===== config.mk =====
export PLATFORM = sky130hd
export DESIGN_NAME = div_5_bit_serializer
export DESIGN_NICKNAME = d
export VERILOG_FILES = /design/src/rtl/div_5_pkg.sv /design/src/rtl/div_5_bit_serializer.sv
export SDC_FILE = /design/constraint.sdc
export NUM_CORES = 1
export LEC_CHECK = 0
export CORE_MARGIN = 2
export CORE_UTILIZATION = 30
export CTS_CLUSTER_DIAMETER = 30
export DETAILED_ROUTE_END_ITERATION = 6
export PLACE_DENSITY = 0.58
export SLEW_MARGIN = 20
export SYNTH_ARGS = -nofsm -noshare
export SYNTH_HDL_FRONTEND = slang
export SYNTH_SLANG_ARGS = --single-unit

===== constraint.sdc =====
create_clock -name clk -period 3.5 [get_ports clk]
set_input_delay 0.7 -clock clk [delete_from_list [all_inputs] [get_ports clk]]
set_output_delay 0.7 -clock clk [all_outputs]
set_load 0.05 [all_outputs]

===== src/rtl/div_5_pkg.sv =====
// Shared types and defaults for the divisible-by-5 datapath (serializer and detector).
package div_5_pkg;

    typedef enum logic {SER_IDLE, SER_SHIFT} ser_state_e;

    localparam int DIV_5_WORD_W_DEFAULT = 8;

endpackage


===== src/rtl/div_5_bit_serializer.sv =====
// Parallel-to-serial feeder for div_5_detector: accepts a word over valid/ready, shifts it out MSB-first.
// Optional macro SER_BACK_TO_BACK_EN lets a new word be accepted during the previous word's LSB cycle.
module div_5_bit_serializer
    import div_5_pkg::*;
#(
    parameter int WORD_W = DIV_5_WORD_W_DEFAULT
) (
    input  logic              clk,
    input  logic              rst_n,
    input  logic [WORD_W-1:0] word_in,
    input  logic              word_valid,
    output logic              word_ready,
    output logic              in_bit,
    output logic              bit_valid,
    output logic              word_last,
    output logic              busy
);

    localparam int              CNT_W    = (WORD_W > 1) ? $clog2(WORD_W) : 1;
    localparam logic [CNT_W-1:0] CNT_LAST = CNT_W'(WORD_W - 1);

    ser_state_e        state_q, state_d;
    logic [WORD_W-1:0] shreg_q, shreg_d;
    logic [CNT_W-1:0]  cnt_q, cnt_d;
    logic              in_shift;
    logic              is_last;
    logic              accept;

    assign in_shift = (state_q == SER_SHIFT);
    assign is_last  = in_shift && (cnt_q == '0);

    // Handshake: a word transfers on a rising edge where word_valid && word_ready.
    // word_ready never depends on word_valid, and is forced low while rst_n is low.
`ifdef SER_BACK_TO_BACK_EN
    assign word_ready = rst_n && (!in_shift || is_last);
`else
    assign word_ready = rst_n && !in_shift;
`endif

    assign accept = word_valid && word_ready;

    always_comb begin
        state_d = state_q;
        shreg_d = shreg_q;
        cnt_d   = cnt_q;
        if (accept) begin
            state_d = SER_SHIFT;
            shreg_d = word_in;
            cnt_d   = CNT_LAST;
        end else if (in_shift) begin
            shreg_d = {shreg_q[WORD_W-2:0], 1'b0};
            // Counter parks at zero once the word ends instead of wrapping.
            cnt_d   = (cnt_q == '0) ? '0 : cnt_q - CNT_W'(1);
            if (cnt_q == '0) begin
                state_d = SER_IDLE;
            end
        end
    end

    always_ff @(posedge clk or negedge rst_n) begin
        if (!rst_n) begin
            state_q <= SER_IDLE;
            shreg_q <= '0;
            cnt_q   <= '0;
        end else begin
            state_q <= state_d;
            shreg_q <= shreg_d;
            cnt_q   <= cnt_d;
        end
    end

    // Outputs decode registered state only; idle cycles present in_bit=0.
    assign in_bit    = in_shift && shreg_q[WORD_W-1];
    assign bit_valid = in_shift;
    assign busy      = in_shift;
    assign word_last = is_last;

endmodule


==> flow_summary_export.csv <==
group,metric,value,unit
sta,fin_crit_sh,76.07,%
global_route,grtUsageTotal,12.05,%
setup_path,crit_fanout,4,
place,post_dp_cell_area,834.6,µm²
global_route,grt_pass1_wl,2228,µm
setup_path,startpoint,"cnt_q[0]",
global_route,antenna_found_initial,0,
final_layout,final_cells,111,
synth,ys_seq_elements,12,
setup_path,crit_type,"flop to primary output",
min_path,hold_path.class,"flop to flop",
place,port_buffers,15,
synth,synthTopCellsByArea,"dfrtp_1 (45%), nand4b_1 (9.2%), o311ai_1 (9.2%)",
flow_run,cap_violations,0,
synth,post-synth-top-count-cell,"dfrtp_1",
sta,layout_min_cycle_time,2.662,ns
global_route,grt_max_degree,29,
sta,rsz0062_at_grt,"no",
sta,setup_viol,0,
place,dp_slack,1.132,ns
place,dp_hpwl,886.9,µm
setup_path,r2r-start,"bit_valid",
final_layout,final_nets,97,
setup_path,worst-endpoint-required,2.80,ns
cts,cts_buffer_depth,2,
min_path,holdPathStages,2,
final_layout,area_growth,30.34,%
power_and_ir_drop,vdd_drop_max,0.0003717,V
synth,ys_top_cells_by_count,"dfrtp_1 (12), inv_1 (10), nand2_1 (8)",
power_and_ir_drop,power,0.7000,mW
cts,cts.repair.resized,0,
floorplanning,initial_core_util,31.10,%
synth,syn_area_per_cell,9.683,µm²
cts,cts_tree,"done",
min_path,min_to,"shreg_q[3]",
sta,final-max-slew-violation-count,0,
detailed_routing,first_pass_iters,4,
setup_path,critPathArrivalTime,1.96,ns
sta,tightestPinTransition,0.4948,ns
setup_path,worstReg2RegEnd,"cnt_q[1]",
setup_path,cp-start-kind,"flop",
sta,max_freq,375.6,MHz
synth,synth_top_area_share,44.94,%
power_and_ir_drop,p_leak,0.3658,nW
sta,setup_slack,0.8377,ns
run_status,status,"completed",
detailed_routing,via_per_inst,4.910,
sta,fin_setup_tns,0,ns
detailed_routing,drt-initial-drc-count,5,
synth,netlist_instances,69,
setup_path,r2r_cells,3,
floorplanning,die_h,51.19,µm
cts,clkTransAtPathRegs,0.08,ns
final_layout,layout-drive-gt1-share,10.84,%
synth,ys_seq_area_share,44.94,%
final_layout,fin_area,870.8,µm²
cts,clock-sinks,12,
synth,ys_types,21,
min_path,min-delay-start,"shreg_q[2]",
detailed_routing,dr_total_vias,545,
synth,synth-edff-count,0,
sta,hold_slack,0.5089,ns
power_and_ir_drop,p_per_area,803.8,nW/µm²
detailed_routing,routedWlPerCell,11.89,µm
cts,hold_buffers,0,
global_route,grt_pass1_vias,489,
floorplanning,design.portCount,16,
setup_path,r2r_setup_slack,2.26,ns
cts,cts_setup_buffers,0,
final_layout,fillCellCount,230,
floorplanning,rows,17,
final_layout,insertedDiodeCount,0,
floorplanning,die_x,51.19,µm
cts,insertion_delay,0.27,ns
synth,synth_area_leader_cell,"dfrtp_1",
place,dp.cells,107,
cts,cts_htree_levels,1,
sta,finalHoldViolations,0,
place,gp_congestion,0.6660,
cts,cts_buffers,3,
detailed_routing,ant_nets,0,
global_route,overflow,0,
sta,skew,0.008222,ns
synth,yosys_warnings,0,
detailed_routing,routed_wl,1320,µm
floorplanning,die-area,2620,µm²
detailed_routing,remaining_drc_errors,0,
floorplanning,core_area,2148,µm²
cts,cts_root_buf,"clkbuf_4",
sta,slew_headroom,66.91,%
synth,synth_top_flop_cell,"dfrtp_1",
synth,async_flop_share,100.0,%
synth,synth_fp_nets,82,
setup_path,critPathCaptureType,"primary output",
synth,syn_area,668.1,µm²
final_layout,post-route-util,40.54,%
==> cell usage in the layout (no fill, tap or decap) <==
cell type	count
a21oi_1	2
and4bb_2	1
buf_4	2
clkdlybuf4s50_1	14
nand2_1	8
a221o_1	1
nand2b_1	1
nand3_1	1
a2bb2oi_1	1
nor2b_1	1
nor2_1	3
o22ai_1	1
o311ai_1	7
ha_1	2
inv_1	10
clkbuf_4	3
dfrtp_1	12
clkbuf_8	1
nand4b_1	7
buf_12	1
mux2i_1	1
and2_1	2
a21bo_2	1
==> how the worst max path moves through the flow <==
stage | endpoint | depth (start not counted)
floorplan | word_ready | 3
global placement | word_last | 4
detailed placement | word_last | 4
CTS | word_last | 4
global route | word_last | 4
finish | word_last | 4
==> critical path, cell delays in order, from the launching register on <==
cell             delay (ns)
dfrtp_1                0.41
nor2_1                 0.15
ha_1                   0.21
and2_1                 0.13
clkdlybuf4s50_1        0.80
==> routing by layer <==
layer	global-route usage (%)	routed length, µm	vias to the layer above
met4	9.459	22	0
met2	16.45	561	10
met1	15.68	689	261
met5	0	0	-
li1	-	-	272
met3	3.509	46	2
==> where the power goes <==
group	total (mW)	leakage [nW]	switching [mW]	internal, mW
Combinational	0.354	0.192	0.204	0.150
Sequential	0.235	0.153	0.0360	0.199
Clock	0.110	0.0210	0.0472	0.0632
Total	0.700	0.366	0.287	0.412
==> sequential cells by signal, summed over array words and instances (netlist names) <==
name,count
shreg_q,8
cnt_q,3
bit_valid,1
==> cell type report <==
type / count / area [µm²] / share of cell area, %
clock buffers: 4 / 36.28 / 4.167
inverters: 10 / 37.54 / 4.310
multi-input cells: 40 / 286.5 / 32.90
flip-flops and latches: 12 / 300.3 / 34.48
well taps: 28 / 35.03 / 4.023
repair buffers: 17 / 175.2 / 20.11
==> logic make-up after synthesis <==
family                   after synthesis  share of synthesized area, %
AND/OR/NAND/NOR                       24                         21.72
multiplexers                           1                         1.498
buffers and inverters                 17                         12.17
AO/OA/AOI/OAI                         13                         15.92
flip-flops                            12                         44.94
adder cells (fa/ha/maj)                2                         3.745
Note: power is estimated with default switching activity, not from simulation.
